--- config.mk ---
export PLATFORM = sky130hd
export DESIGN_NAME = venda_flat
export DESIGN_NICKNAME = d
export VERILOG_FILES = /design/src/rtl/venda_pkg.sv /design/src/rtl/venda_if.sv /design/src/rtl/venda.sv /design/src/flat_wrapper.sv
export SDC_FILE = /design/constraint.sdc
export NUM_CORES = 1
export LEC_CHECK = 0
export ABC_AREA = 1
export CAP_MARGIN = 5
export CORE_MARGIN = 2
export CORE_UTILIZATION = 50
export DETAILED_ROUTE_END_ITERATION = 12
export GPL_TIMING_DRIVEN = 0
export PLACE_DENSITY = 0.81
export SYNTH_ARGS = -nofsm -noshare
export SYNTH_HDL_FRONTEND = slang
export SYNTH_SLANG_ARGS = --single-unit
--- constraint.sdc ---
create_clock -name clk -period 2 [get_ports clk]
set_input_delay 0.3 -clock clk [delete_from_list [all_inputs] [get_ports clk]]
set_output_delay 0.3 -clock clk [all_outputs]
set_load 0.05 [all_outputs]
--- src/rtl/venda_pkg.sv ---
// Shared types and widths for the venda sale controller.
package venda_pkg;

  localparam int unsigned COIN_W   = 5;
  localparam int unsigned CREDIT_W = 6;
  localparam int unsigned COUNT_W  = 6;  // counts up to 32 coin reads

  typedef enum logic [2:0] {
    StIdle,
    StReq1,
    StReq2,
    StWait1,
    StWait2,
    StSample,
    StSold,
    StRefund
  } venda_state_t;

endpackage

--- src/rtl/venda_if.sv ---
// Signals between the venda controller, the upstream compra stage and the host.
interface venda_if;
  import venda_pkg::*;

  logic                start;
  logic [COIN_W-1:0]   moeda;
  logic                next;
  logic                vendeu;
  logic                devolve;
  logic [CREDIT_W-1:0] credito;
  logic [CREDIT_W-1:0] troco;
  logic                busy;

  // Environment side: issues start and supplies coins.
  modport master (
    output start, moeda,
    input  next, vendeu, devolve, credito, troco, busy
  );

  // Controller side.
  modport slave (
    input  start, moeda,
    output next, vendeu, devolve, credito, troco, busy
  );

endinterface

--- src/rtl/venda.sv ---
// Sale controller: pulls coins from compra, accumulates credit, sells or refunds.
module venda
  import venda_pkg::*;
#(
  parameter int unsigned PRICE     = 20,
  parameter int unsigned MAX_COINS = 32
) (
  input logic   clk,
  input logic   reset,
  venda_if.slave bus
);

  if (PRICE < 1 || PRICE > 31) begin : g_bad_price
    $error("venda: PRICE must be in 1..31");
  end
  if (MAX_COINS < 1 || MAX_COINS > 32) begin : g_bad_max
    $error("venda: MAX_COINS must be in 1..32");
  end

  localparam logic [CREDIT_W-1:0] PriceC = CREDIT_W'(PRICE);
  localparam logic [COUNT_W-1:0]  MaxC   = COUNT_W'(MAX_COINS);

  venda_state_t        state_q;
  logic [CREDIT_W-1:0] credit_q;
  logic [CREDIT_W-1:0] troco_q;
  logic [COUNT_W-1:0]  count_q;
  logic                next_q;
  logic                vendeu_q;
  logic                devolve_q;
  logic                busy_q;

  logic [CREDIT_W-1:0] sum;
  logic [COUNT_W-1:0]  count_inc;

  // Candidate credit and coin count if the sampled coin is accepted; 30 + 31 fits 6 bits.
  always_comb begin
    sum       = credit_q + CREDIT_W'(bus.moeda);
    count_inc = count_q + COUNT_W'(1);
  end

  // Purchase FSM with datapath and registered outputs set alongside each transition.
  always_ff @(posedge clk) begin
    if (reset) begin
      state_q   <= StIdle;
      credit_q  <= '0;
      troco_q   <= '0;
      count_q   <= '0;
      next_q    <= 1'b0;
      vendeu_q  <= 1'b0;
      devolve_q <= 1'b0;
      busy_q    <= 1'b0;
    end else begin
      unique case (state_q)
        StIdle: begin
          if (bus.start) begin
            state_q  <= StReq1;
            credit_q <= '0;
            troco_q  <= '0;
            count_q  <= '0;
            next_q   <= 1'b1;
            busy_q   <= 1'b1;
          end
        end
        StReq1: state_q <= StReq2;
        StReq2: begin
          state_q <= StWait1;
          next_q  <= 1'b0;
        end
        StWait1: state_q <= StWait2;
        StWait2: state_q <= StSample;
        StSample: begin
          if (bus.moeda == '0) begin
            state_q   <= StRefund;
            devolve_q <= 1'b1;
          end else begin
            credit_q <= sum;
            count_q  <= count_inc;
            if (sum >= PriceC) begin
              state_q  <= StSold;
              vendeu_q <= 1'b1;
            end else if (count_inc == MaxC) begin
              state_q   <= StRefund;
              devolve_q <= 1'b1;
            end else begin
              state_q <= StReq1;
              next_q  <= 1'b1;
            end
          end
        end
        StSold: begin
          troco_q  <= credit_q - PriceC;
          vendeu_q <= 1'b0;
          busy_q   <= 1'b0;
          state_q  <= StIdle;
        end
        StRefund: begin
          troco_q   <= credit_q;
          devolve_q <= 1'b0;
          busy_q    <= 1'b0;
          state_q   <= StIdle;
        end
        default: state_q <= StIdle;
      endcase
    end
  end

  assign bus.next    = next_q;
  assign bus.vendeu  = vendeu_q;
  assign bus.devolve = devolve_q;
  assign bus.credito = credit_q;
  assign bus.troco   = troco_q;
  assign bus.busy    = busy_q;

endmodule
--- src/flat_wrapper.sv ---
// flat-port wrapper written by rule: the top's interface ports become plain ports
module venda_flat import venda_pkg::*;
#(
  parameter int unsigned PRICE     = 20,
  parameter int unsigned MAX_COINS = 32
)
  (clk, reset, bus_start, bus_moeda, bus_next, bus_vendeu, bus_devolve, bus_credito, bus_troco, bus_busy);
  venda_if bus_i ();
  input logic clk;
  input logic reset;
  input wire logic [$bits(bus_i.start)-1:0] bus_start;
  input wire logic [$bits(bus_i.moeda)-1:0] bus_moeda;
  output wire logic [$bits(bus_i.next)-1:0] bus_next;
  output wire logic [$bits(bus_i.vendeu)-1:0] bus_vendeu;
  output wire logic [$bits(bus_i.devolve)-1:0] bus_devolve;
  output wire logic [$bits(bus_i.credito)-1:0] bus_credito;
  output wire logic [$bits(bus_i.troco)-1:0] bus_troco;
  output wire logic [$bits(bus_i.busy)-1:0] bus_busy;
  assign bus_i.start = bus_start;
  assign bus_i.moeda = bus_moeda;
  assign bus_next = bus_i.next;
  assign bus_vendeu = bus_i.vendeu;
  assign bus_devolve = bus_i.devolve;
  assign bus_credito = bus_i.credito;
  assign bus_troco = bus_i.troco;
  assign bus_busy = bus_i.busy;
  venda #(.PRICE(PRICE), .MAX_COINS(MAX_COINS)) u_core (.clk(clk), .reset(reset), .bus(bus_i));
endmodule
Yosys cells after proc, flatten, opt, wreduce, memory -nomap -nowiden
Cells that the tools add are included.
{"block": "word_totals", "regBits": 25, "elab_cells": 66}
{"block": "op_classes", "order_cmp": 1, "eq_ne": 15, "n_reduce_logical": 15, "add_sub_neg": 3, "muxes": 24}
{"operator": "$pmux 6 s2", "count": 2}
{"operator": "$pmux 3 s7", "count": 1}
{"operator": "$mux 6", "count": 3}
{"operator": "$pmux 6 s3", "count": 1}
{"operator": "$eq 3x3->1 const B", "count": 4}
{"operator": "$mux 3", "count": 4}
{"operator": "$mux 1", "count": 9}
{"operator": "$reduce_and 3->1", "count": 3}
{"operator": "$ne 2x2->1 const B", "count": 4}
{"operator": "$reduce_bool 2->1", "count": 4}
{"operator": "$add 6x1->6 const B", "count": 1}
{"operator": "$add 6x5->6", "count": 1}
{"operator": "$eq 3x2->1 const B", "count": 2}
{"operator": "$eq 6x6->1 const B", "count": 1}
{"operator": "$ge 6x5->1 const B", "count": 1}
{"operator": "$pmux 1 s2", "count": 3}
{"operator": "$reduce_bool 3->1", "count": 2}
{"operator": "$sub 6x5->6 const B", "count": 1}
{"operator": "$logic_not 5->1", "count": 1}
{"operator": "$reduce_and 5->1", "count": 1}
{"operator": "$reduce_and 2->1", "count": 2}
{"operator": "$eq 3x1->1 const B", "count": 1}
{"operator": "$logic_not 3->1", "count": 1}
{"operator": "$ne 3x1->1 const B", "count": 1}
{"operator": "other kinds (4)", "count": 4}

Depth between registers and ports, before layout
{"block": "depth", "word_depth": 6, "depth_mapped": 11}

Least setup slack after synthesis
OpenSTA, ideal clock, no wires.
{"block": "synth_path", "path_kind": "register -> register", "startpoint": "reg u_core.credit_q[0] (netlist: u_core.bus.credito[0])", "endpoint": "reg u_core.state_q[1]", "path_stages_with_launch": 9, "path_buffers": 0, "setup_slack_ps": -41, "required_time_ps": 1868, "arrival_ps": 1909, "cell_sequence": "dfxtp_1 ha_1 fa_1 xnor2_1 nand3_1 nand2_1 nand2_1 o21ai_0 a21oi_1"}
{"block": "synth_between", "elab_chain_cells": 5}
{"element": "start, declared", "line_no": "venda.sv:24", "source": "logic [CREDIT_W-1:0] credit_q;"}
{"element": "start signal, assigned", "line_no": "venda.sv:76", "source": "credit_q <= sum;"}
{"element": "$add 6x5->6", "line_no": "venda.sv:37", "source": "sum = credit_q + CREDIT_W'(bus.moeda);"}
{"element": "$ge 6x5->1", "line_no": "venda.sv:78", "source": "if (sum >= PriceC) begin"}
{"element": "$mux 3", "line_no": "venda.sv:78"}
{"element": "$mux 3", "line_no": "venda.sv:72", "source": "if (bus.moeda == '0) begin"}
{"element": "$pmux 3 s7", "line_no": "venda.sv:53", "source": "unique case (state_q)"}
{"element": "end signal, assigned", "line_no": "venda.sv:56", "source": "state_q <= StReq1;"}
{"element": "end signal, assigned", "line_no": "venda.sv:73", "source": "state_q <= StRefund;"}
{"element": "end signal, assigned", "line_no": "venda.sv:79", "source": "state_q <= StSold;"}
{"element": "end, declared", "line_no": "venda.sv:23", "source": "venda_state_t state_q;"}
Every way passes these cells.
A chain may end at the register's enable or synchronous reset.

Final worst setup path
{"block": "layout_path", "startpoint": "in bus_moeda[0]", "endpoint": "reg u_core.vendeu_q (netlist: u_core.bus.vendeu)"}
{"block": "layout_between", "elab_chain_cells": 4, "elab_cells_between_ends": 6, "classes_between": "1 x add/sub; 1 x order compare; 2 x eq/ne; 2 x reduce/logical"}
{"element": "start, declared", "line_no": "flat_wrapper.sv:12", "source": "input wire logic [$bits(bus_i.moeda)-1:0] bus_moeda;"}
{"element": "$add 6x5->6", "line_no": "venda.sv:37"}
{"element": "$ge 6x5->1", "line_no": "venda.sv:78"}
{"element": "$ne 2x1->1 (no source line)"}
{"element": "$reduce_and 3->1 (no source line) (*)"}
{"element": "end signal, assigned", "line_no": "venda.sv:49", "source": "vendeu_q <= 1'b0;"}
{"element": "end signal, assigned", "line_no": "venda.sv:80", "source": "vendeu_q <= 1'b1;"}
{"element": "end signal, assigned", "line_no": "venda.sv:92", "source": "vendeu_q <= 1'b0;"}
{"element": "end, declared", "line_no": "venda.sv:28", "source": "logic vendeu_q;"}
Mark *: on every way between the ends. The rest lies on a longest branch, timed or not.

==> impl_metrics.json <==
{
  "setup_violations": 0,
  "skew_ns": 0.01317,
  "track_usage_pct": 21.24,
  "min_period_ns": 1.942,
  "area_growth_syn_to_layout_pct": 21.65,
  "ys_warn_count": 0,
  "avgViaCountPerCell": 5.335,
  "root_buffer": "clkbuf_4",
  "numClockSinks": 25,
  "start_util_pct": 52.22,
  "fin_nets": 252,
  "wl_per_cell_um": 11.84,
  "ctsLongestPathBuffers": 2,
  "clk_pin_slew_worst_paths_ns": 0.15,
  "clk-insertion-delay-late_ns": 0.33,
  "dieWidth_um": 57.44,
  "powerDensity_nw_per_um2": 646.3,
  "crit_top_cell": "nand2_1",
  "cts_tree": "built",
  "syn_avg_cell_area_um2": 6.831,
  "crit_required_ns": 2.22,
  "cp_cell_sequence": "clkdlybuf4s50_1, ha_1, fa_2, xnor2_2, nand3_1, nand2_1, nand2_1, a21oi_1, nor3_1",
  "die_h_um": 57.44,
  "fin_crit_sh_pct": 97.08,
  "num_rows": 19,
  "startpoint_type": "input port",
  "crit_fanout": 4,
  "drc": 0,
  "ir_drop_uv": 482.2,
  "critPathKind": "input port to register",
  "status": "completed",
  "antennaDiodeCount": 0,
  "detailedPlace.worstSlack_ns": -0.4456,
  "grt_pass1_wl_mm": 5.499,
  "synth_seq_cells": 25,
  "grt_pass1_vias": 1306,
  "hold_class": "input port to register",
  "drv_cap": 0,
  "cp.arrival_ns": 2.16,
  "drive_gt1_share_pct": 9.787,
  "rsz0062_at_grt": "false",
  "leakage_nw": 0.7413,
  "cp_slowest_stage_delay_ns": 0.43,
  "syn_nets": 225,
  "finalInstanceArea_um2": 1737,
  "worst_pin_slew_ns": 0.5198,
  "dr_total_vias": 1419,
  "yosysSeqAreaShare_pct": 35.06,
  "nFillCells": 259,
  "first_pass_iters": 4,
  "end_kind": "register",
  "h-tree-depth": 1,
  "numCtsBuffers": 3,
  "final_max_slew_viol_count": 0,
  "wl_mm": 3.150,
  "grt-ovfl-total": 0,
  "postRouteAntennaNets": 0,
  "hpwl_mm": 2.431,
  "grt_max_degree": 16,
  "die-area_um2": 3299,
  "finalHoldViolations": 0,
  "numPortBuffers": 22,
  "io_pins": 24,
  "slowest_stage": "clkdlybuf4s50_1",
  "ys_types": 29,
  "placed_area_um2": 1688,
  "synthCells": 209,
  "synth_area_um2": 1428,
  "setup_ws_ns": 0.05830,
  "relSlewSlack_pct": 65.35,
  "fmax_mhz": 515.0,
  "drt-initial-drc-count": 31,
  "gp_congestion": 0.7841,
  "core_area_um2": 2734,
  "antenna_found_initial": 0
}
## cells in the mapped netlist (all sizes together)
cell,number,share of area [%]
inv,25,6.6
clkbuf,1,0.26
o21a,1,0.53
a21oi,29,10
nor3,4,1.4
o22ai,2,0.88
a211oi,2,1.4
buf,4,2.2
dfxtp,25,35
o21ai,9,3.2
or2,1,0.44
nand2,55,15
nand3b,2,1.1
fa,1,1.4
ha,7,6.1
and2,1,0.44
nand3,21,7.7
nand4,2,0.88
xnor2,1,0.61
nor2,16,5.1
## sequential cells by signal, indices dropped and copies added (netlist names)
name,count
u_core.count_q,6
u_core.bus.busy,1
u_core.bus.troco,6
u_core.bus.credito,6
u_core.bus.next,1
u_core.bus.devolve,1
u_core.bus.vendeu,1
u_core.state_q,3
## cell type report
cell class / count / area [um^2] / area share, %
clock buffers: 3 / 22.52 / 1.297
multi-input cells: 154 / 812.0 / 46.76
plain buffers: 5 / 35.03 / 2.017
repair buffers: 22 / 225.2 / 12.97
inverters: 25 / 93.84 / 5.403
well taps: 31 / 38.79 / 2.233
clock inverters: 1 / 7.507 / 0.4323
flip-flops and latches: 25 / 501.7 / 28.89
## cells in the final DEF (no fill, tap or decap), drive strengths merged
| cell | instances |
|---|---|
| a211oi | 2 |
| a21oi | 29 |
| and2 | 1 |
| buf | 4 |
| clkbuf | 4 |
| clkdlybuf4s50 | 20 |
| clkinvlp | 1 |
| dfxtp | 25 |
| dlymetal6s2s | 2 |
| fa | 1 |
| ha | 7 |
| inv | 25 |
| nand2 | 55 |
| nand3 | 21 |
| nand3b | 2 |
| nand4 | 2 |
| nor2 | 16 |
| nor3 | 4 |
| o21a | 1 |
| o21ai | 9 |
| o22ai | 2 |
| or2 | 1 |
| xnor2 | 1 |
## cells by family (layout without fill, tap and decap cells)
kind of cell | count (synthesis) | after routing | synth area share [%]
compound gates | 43 | 43 | 16.13
xor+xnor | 1 | 1 | 0.6136
fa+ha+maj | 8 | 8 | 7.537
buf+inv | 30 | 56 | 9.026
flops | 25 | 25 | 35.06
simple gates | 102 | 102 | 31.64
## stage by stage
step	power (W)	std cells	utilization (%)	setup TNS, ns	hold slack (ns)
finish	0.001122	266	63.52	0	0.3987
global route	0.001185	266	63.52	0	0.4140
global placement	0.0008860	262	61.74	-1.826	0.4324
floorplan	0.0008064	209	-	0	0.4468
detailed placement	0.0008898	262	61.74	-1.784	0.4376
CTS	0.001125	266	63.11	0	0.3860
## power by group
group / switching, W / internal (W)
clock network: 0.000164 / 0.0000767
logic: 0.000210 / 0.000119
registers: 0.0000238 / 0.000529
total: 0.000397 / 0.000725
## per-layer routing
| metal | global-route usage, % | up-vias | part of all wire (%) |
|---|---|---|---|
| met4 | 8.970 | 0 | 1.6 |
| met1 | 27.02 | 645 | 48 |
| met2 | 36.04 | 23 | 47 |
| met3 | 2.721 | 5 | 2.5 |
| met5 | 0 | - | 0 |
| li1 | - | 746 | - |
## final timing paths
kind	from	endpoint	slack, ns	cells after the start
hold / removal	reset	u_core.bus.troco[1]	0.40	2
setup / recovery	bus_moeda[0]	u_core.bus.vendeu	0.06	9
hold reg to reg	u_core.bus.next	u_core.bus.next	0.45	2
setup reg to reg	u_core.bus.credito[0]	u_core.bus.vendeu	0.09	8
## critical path: cells and delay by family
kind / cells / cell delay, ns
XOR/XNOR: 1 / 0.22
AND/OR/NAND/NOR: 4 / 0.41
buffers and inverters: 1 / 0.43
AO/OA/AOI/OAI: 1 / 0.19
adder cells (fa/ha/maj): 2 / 0.62
## repair_timing
item	CTS	global route
gates resized for setup	2	4
setup buffers	0	0
pin swaps	0	1
hold buffers	0	0
endpoints found under the setup margin	2	7
(Power assumes the default switching activity.)
